--- src/rtl/dec_loop_ctrl_pkg.sv ---
`default_nettype none
// ============================================================================
//  Module      : dec_loop_ctrl_pkg
//  Description : Shared state encoding for the DEC-stage loop controller.
//  Revision    : 1.0  initial release
// ============================================================================
package dec_loop_ctrl_pkg;

    localparam logic [1:0] ST_IDLE = 2'd0;
    localparam logic [1:0] ST_RUN  = 2'd1;
    localparam logic [1:0] ST_DONE = 2'd2;

    typedef enum logic [1:0] {
        S_IDLE = ST_IDLE,
        S_RUN  = ST_RUN,
        S_DONE = ST_DONE
    } state_t;

endpackage : dec_loop_ctrl_pkg
`default_nettype wire

--- src/rtl/dec_loop_ctrl_if.sv ---
`default_nettype none
// ============================================================================
//  Module      : dec_loop_ctrl_if
//  Description : Handshake and DEC operand/result bundle for the loop controller.
//  Revision    : 1.0  initial release
// ============================================================================
interface dec_loop_ctrl_if #(
    parameter int DATAWIDTH = 16
);
    logic                 start;
    logic [DATAWIDTH-1:0] load_val;
    logic                 en;
    logic                 ack;
    logic [DATAWIDTH-1:0] dec_a;
    logic [DATAWIDTH-1:0] dec_d;
    logic [DATAWIDTH-1:0] count;
    logic                 tick;
    logic                 busy;
    logic                 done;

    // Controller side
    modport slave (
        input  start, load_val, en, ack, dec_d,
        output dec_a, count, tick, busy, done
    );

    // Requester side (also carries the DEC result back)
    modport master (
        output start, load_val, en, ack, dec_d,
        input  dec_a, count, tick, busy, done
    );
endinterface : dec_loop_ctrl_if
`default_nettype wire

--- src/rtl/dec_loop_ctrl.sv ---
`default_nettype none
// ============================================================================
//  Module      : dec_loop_ctrl
//  Description : Down-count loop controller wrapped around an external DEC stage.
//  Revision    : 1.0  initial release
// ============================================================================
module dec_loop_ctrl
    import dec_loop_ctrl_pkg::*;
#(
    parameter int DATAWIDTH = 16
) (
    input  wire logic     Clk,
    input  wire logic     Rst,
    dec_loop_ctrl_if.slave bus
);

    state_t               r_state;
    logic [DATAWIDTH-1:0] r_count;
    logic                 r_tick;
    logic                 r_busy;
    logic                 r_done;
    state_t               w_load_state;

    assign w_load_state = (bus.load_val != '0) ? S_RUN : S_DONE;

    always_ff @(posedge Clk) begin
        if (Rst) begin
            r_state <= S_IDLE;
            r_count <= '0;
            r_tick  <= 1'b0;
            r_busy  <= 1'b0;
            r_done  <= 1'b0;
        end else begin
            r_tick <= 1'b0;
            case (r_state)
                S_IDLE: begin
                    if (bus.start) begin
                        r_count <= bus.load_val;
                        r_state <= w_load_state;
                        r_busy  <= (w_load_state == S_RUN);
                        r_done  <= (w_load_state == S_DONE);
                    end
                end
                S_RUN: begin
                    // The zero guard keeps DEC's 0-1 wrap from ever being captured
                    if (r_count == '0) begin
                        r_state <= S_DONE;
                        r_busy  <= 1'b0;
                        r_done  <= 1'b1;
                    end else if (bus.en) begin
                        r_count <= bus.dec_d;
                        r_tick  <= 1'b1;
                    end
                end
                S_DONE: begin
                    if (bus.ack) begin
                        if (bus.start) begin
                            r_count <= bus.load_val;
                            r_state <= w_load_state;
                            r_busy  <= (w_load_state == S_RUN);
                            r_done  <= (w_load_state == S_DONE);
                        end else begin
                            r_state <= S_IDLE;
                            r_done  <= 1'b0;
                        end
                    end
                end
                default: begin
                    r_state <= S_IDLE;
                    r_busy  <= 1'b0;
                    r_done  <= 1'b0;
                end
            endcase
        end
    end

    assign bus.dec_a = r_count;
    assign bus.count = r_count;
    assign bus.tick  = r_tick;
    assign bus.busy  = r_busy;
    assign bus.done  = r_done;

endmodule : dec_loop_ctrl
`default_nettype wire

--- src/flat_wrapper.sv ---
// flat-port wrapper written by rule: the top's interface ports become plain ports
module dec_loop_ctrl_flat import dec_loop_ctrl_pkg::*;
#(
    parameter int DATAWIDTH = 16
)
  (Clk, Rst, bus_start, bus_load_val, bus_en, bus_ack, bus_dec_d, bus_dec_a, bus_count, bus_tick, bus_busy, bus_done);
  dec_loop_ctrl_if #(.DATAWIDTH(DATAWIDTH)) bus_i ();
  input  wire logic Clk;
  input  wire logic Rst;
  input wire logic [$bits(bus_i.start)-1:0] bus_start;
  input wire logic [$bits(bus_i.load_val)-1:0] bus_load_val;
  input wire logic [$bits(bus_i.en)-1:0] bus_en;
  input wire logic [$bits(bus_i.ack)-1:0] bus_ack;
  input wire logic [$bits(bus_i.dec_d)-1:0] bus_dec_d;
  output wire logic [$bits(bus_i.dec_a)-1:0] bus_dec_a;
  output wire logic [$bits(bus_i.count)-1:0] bus_count;
  output wire logic [$bits(bus_i.tick)-1:0] bus_tick;
  output wire logic [$bits(bus_i.busy)-1:0] bus_busy;
  output wire logic [$bits(bus_i.done)-1:0] bus_done;
  assign bus_i.start = bus_start;
  assign bus_i.load_val = bus_load_val;
  assign bus_i.en = bus_en;
  assign bus_i.ack = bus_ack;
  assign bus_i.dec_d = bus_dec_d;
  assign bus_dec_a = bus_i.dec_a;
  assign bus_count = bus_i.count;
  assign bus_tick = bus_i.tick;
  assign bus_busy = bus_i.busy;
  assign bus_done = bus_i.done;
  dec_loop_ctrl #(.DATAWIDTH(DATAWIDTH)) u_core (.Clk(Clk), .Rst(Rst), .bus(bus_i));
endmodule
--- config.mk ---
export PLATFORM = sky130hd
export DESIGN_NAME = dec_loop_ctrl_flat
export DESIGN_NICKNAME = d
export VERILOG_FILES = /design/src/rtl/dec_loop_ctrl_pkg.sv /design/src/rtl/dec_loop_ctrl_if.sv /design/src/rtl/dec_loop_ctrl.sv /design/src/flat_wrapper.sv
export SDC_FILE = /design/constraint.sdc
export NUM_CORES = 1
export LEC_CHECK = 0
export ABC_AREA = 0
export CORE_ASPECT_RATIO = 1.25
export CORE_MARGIN = 3
export CORE_UTILIZATION = 32
export DETAILED_ROUTE_END_ITERATION = 6
export PLACE_DENSITY_LB_ADDON = 0.12
export SKIP_CTS_REPAIR_TIMING = 1
export SLEW_MARGIN = 10
export SYNTH_ARGS = -nofsm -noshare
export SYNTH_HDL_FRONTEND = slang
export SYNTH_SLANG_ARGS = --single-unit
--- constraint.sdc ---
create_clock -name Clk -period 1.5 [get_ports Clk]
set_clock_uncertainty 0.1 [all_clocks]
set_input_delay 0.3 -clock Clk [delete_from_list [all_inputs] [get_ports Clk]]
set_output_delay 0.3 -clock Clk [all_outputs]
set_load 0.005 [all_outputs]
After elaboration in Yosys (flattened, before gate mapping)
Index checks and enable logic that the tools add are counted.

Flip-flop bits (word level): 21. Input bits: 37. Output and inout bits: 35. Logic and storage cells: 44.

Equal/unequal tests: 9. Muxes and demuxes: 21. Bitwise logic cells: 1. Reduce and logical (&&, ||, !) cells: 8.

Operators with widths (number): two-way mux 16 bit (4); case mux 16 bit (3 select lines) (1); logical NOT 16 bit (1); nonzero test 16 bit (1); two-way mux 2 bit (5); two-way mux 1 bit (8); inequality test 2 bit (second input constant) (4); case mux 1 bit (3 select lines) (2); case mux 2 bit (3 select lines) (1); equality test 2 x 1 -> 1 bit (second input constant) (2); equality test 2 bit (second input constant) (2); AND reduction 4 bit (1); AND reduction 3 bit (1); nonzero test 3 bit (1); OR reduction 3 bit (1); logical NOT 2 bit (1); inequality test 2 x 1 -> 1 bit (second input constant) (1); AND reduction 2 bit (1); inverter 1 bit (1).

Depth between registers and ports, before layout
Depth after elaboration: 6. Depth in mapped cells: 6.

Worst setup path before layout
No wires, ideal clock.

Path type: reg2reg. Start point: register u_core.r_count[11], in the netlist u_core.bus.count[11]. End point: register u_core.r_count[10], in the netlist u_core.bus.count[10]. Arrival time: 1.545 ns. Data required time: 1.330 ns. Setup slack: -0.216 ns. Cell stages (with the launch flop): 6. Period minus slack after synthesis: 1.716 ns. Path through: dfxtp_1 -> nor4_1 -> nand4_1 -> o32ai_4 -> buf_6 -> o2bb2ai_1.

Longest elaborated chain between the ends: 3.

RTL lines: start: declaration (line dec_loop_ctrl.sv:18) `logic [DATAWIDTH-1:0] r_count;`; start signal: assignment (line dec_loop_ctrl.sv:38) `r_count <= bus.load_val;`; start signal: assignment (line dec_loop_ctrl.sv:51) `r_count <= bus.dec_d;`; start signal: assignment (line dec_loop_ctrl.sv:58) `r_count <= bus.load_val;`; logical NOT 16 bit (line dec_loop_ctrl.sv:46) `if (r_count == '0) begin`; inequality test 2 bit (no line); AND reduction 4 bit (no line).

No other way between the ends. A chain may end at the register's enable or synchronous reset.

Worst setup path in the final report
Start point: register u_core.r_count[12], in the netlist u_core.bus.count[12]. End point: output bus_count[12].

RTL lines: end: declaration (line flat_wrapper.sv:16) `output wire logic [$bits(bus_i.count)-1:0] bus_count;`.

No word-level cell between the ends.

==> results.yml <==
sta:
  fin_crit_ns: 1.69
  finalHoldViolations: 0
  timing.final.crit_share_pct: 113
  setup_viol: 19
  tightest_slew_ns: 0.314
  slew_headroom_pct: 78.9
  rsz0062_at_grt: "yes"
  setup_ws_ns: -0.190
  clock.fmax_mhz: 592
  slew_violations: 0
  tns_ns: -2.76
floorplanning:
  die_x_um: 57.9
  design.core.area_sq_mm: 0.00308
  pin_count: 72
  initial_utilization_pct: 34.9
  die_h_um: 70.9
  rows: 22
  dieArea_sq_mm: 0.00410
synthesis:
  synth_xor_area_share_pct: 0
  async_reset_ff_share_pct: 0
  synth_top_family_by_area: "compound AO/OA/AOI/OAI gates"
  synth_seq_cells: 20
  yosys_warnings: 0
  ys.flop_type: "dfxtp_1"
  synth_edf_count: 0
  seq_area_frac_synth_pct: 37.2
  synth_nets: 145
  synth_compound_area_share_pct: 21.5
  synth-adder-area-share_pct: 0
  yosysUniqueCellTypes: 27
  yosys.area_share.simple_pct: 13.6
  synth_area_per_cell_sq_um: 9.97
  syn_area_sq_mm: 0.00108
  netlist_instances: 108
  muxShareOfSynthArea_pct: 13.9
clock_tree:
  cts_buffer_depth: 2
  cts.reportedPaths.clkPinSlew_ns: 0.11
  cts_root_buf: "clkbuf_4"
  cts.sinks: 20
  htree_levels: 1
  cts_tree: "yes"
  worstSkewPairLatency_ns: 0.29
  cts-buffers-inserted: 3
worst_setup_path:
  worst_setup_path_start_kind: "register"
  end_kind: "output port"
  crit_arrival_ns: 1.29
  crit_slowest_cell: "clkdlybuf4s50_1"
  max_stage_delay_ns: 0.50
  required_ns: 1.10
  worst-path-max-fanout: 3
  worstSetupPathType: "register to output port"
  path_cells: "buf_4 -> clkdlybuf4s50_1"
  r2r_cells: 6
final_layout:
  syn2layout_area_growth_pct: 103
  post_layout_nonfiller_instances: 231
  num-fill-cells: 236
  antenna_cells: 0
  fin_nets: 233
  final_layout_size_suffix_gt1_share_pct: 32.8
detailed_routing:
  drtAntennaViolNets: 0
  drt_pass1_iterations: 4
  drt_iter0_markers: 48
  routed_via_density: 5.17
  drcViolationCount: 0
  num_vias: 1195
  wl_um: 3670
  avgRoutedWirePerCell_um: 15.9
grt:
  grt_max_degree: 12
  grt_usage_pct: 17.3
  grt_pass1_vias: 1249
  grt_pass1_wl_um: 5710
  grt-ovfl-total: 0
  antenna_found_initial: 0
run:
  maxCapViolCount: 0
place:
  gp_congestion: 0.808
  dpl.hpwl_um: 2920
  dp.cells: 224
  port-buffer-count: 71
power:
  power_density_mw_per_mm2: 796
  power.leakage_nw: 1.42
  irDropWorstVdd_mv: 0.526
hold_path:
  hp-class: "input port to register"
  whs_path_depth: 3
run_status:
  status: "finished, violations left"
  violations: "setup timing"
[final timing paths]
check                                            to                 start  slack, ns
worst min-delay path            u_core.bus.count[3]       bus_load_val[3]       0.24
worst max register to register  u_core.bus.count[5]   u_core.bus.count[4]      -0.16
worst min register to register      u_core.bus.busy       u_core.bus.busy       0.48
worst max-delay path                  bus_count[12]  u_core.bus.count[12]      -0.19
[report_power, final]
group          internal [mW]  switching, mW
combinational          0.482          0.280
clock                  0.148          0.165
sequential             0.606         0.0572
[cell usage after synthesis (all sizes together), types with 2 or more instances]
cell	number	area share [%]
o32ai	2	3.4
dfxtp	20	37
buf	19	13
a21oi	2	0.93
nand2b	3	1.7
o2bb2ai	15	12
nor4	8	4.6
nand4	2	1.2
mux2i	15	14
nor2	4	1.4
nand2	4	1.4
nor2b	2	1.2
[placed cells by master, fill, tap and decap left out, types with 2 or more instances in the layout]
master / Yosys / routed
buf_6: 1 / 2
nand2_1: 4 / 4
a21oi_1: 2 / 2
nand2b_1: 3 / 3
nand4_1: 2 / 2
dlymetal6s2s_1: 0 / 39
nor4_4: 0 / 3
nor2b_1: 2 / 2
clkdlybuf4s50_1: 0 / 32
clkbuf_4: 0 / 3
nor2_1: 4 / 4
buf_4: 16 / 29
o2bb2ai_1: 15 / 15
nor4_2: 0 / 4
dfxtp_2: 0 / 17
dfxtp_1: 20 / 3
mux2i_1: 15 / 15
[sequential cells by signal (all words and copies together) (netlist names)]
register and cells:
u_core.bus.count 16, u_core.r_state 2, u_core.bus.busy 1, u_core.bus.tick 1
[per-layer routing]
layer	wire length, um	share of wire (%)	track usage, %	vias to the layer above
li1	-	-	-	574
met1	1410	38	19.5	575
met2	2040	56	32.3	44
met3	199	5.4	3.28	2
met4	17	0.46	4.90	0
met5	0	0	0	-
[cell type report]
type | count | area (sq um) | share of cell area, %
well taps | 36 | 45.0 | 2.06
inverters | 1 | 3.75 | 0.172
flip-flops and latches | 20 | 422 | 19.3
clock buffers | 4 | 36.3 | 1.66
multi-input cells | 67 | 607 | 27.8
repair buffers | 103 | 1070 | 49.0
[per-stage QoR]
stage / setup slack [ns] / utilization, % / instance area, sq um / total power [mW] / hold slack (ns)
after floorplan: -0.208 / - / 1080 / 0.954 / 0.272
after global placement: -0.343 / 62.3 / 1920 / 1.38 / 0.363
after detailed placement: -0.428 / 62.3 / 1920 / 1.39 / 0.372
after CTS: -0.443 / 63.5 / 1960 / 1.71 / 0.388
after global routing: -0.266 / 70.8 / 2180 / 1.84 / 0.254
final: -0.190 / 70.8 / 2180 / 1.74 / 0.241
[critical path, delay by kind of cell (launching register included)]
| family | cells | cell delay (ns) |
|---|---|---|
| flip-flops | 1 | 0.37 |
| buffers and inverters | 2 | 0.63 |
[logic make-up after synthesis]
group                  after synthesis
muxes                               15
buffers and inverters               21
and+or+nand+nor                     27
AOI/OAI and AO/OA                   25
DFF                                 20
No activity file was read; power rests on OpenSTA's default activity.
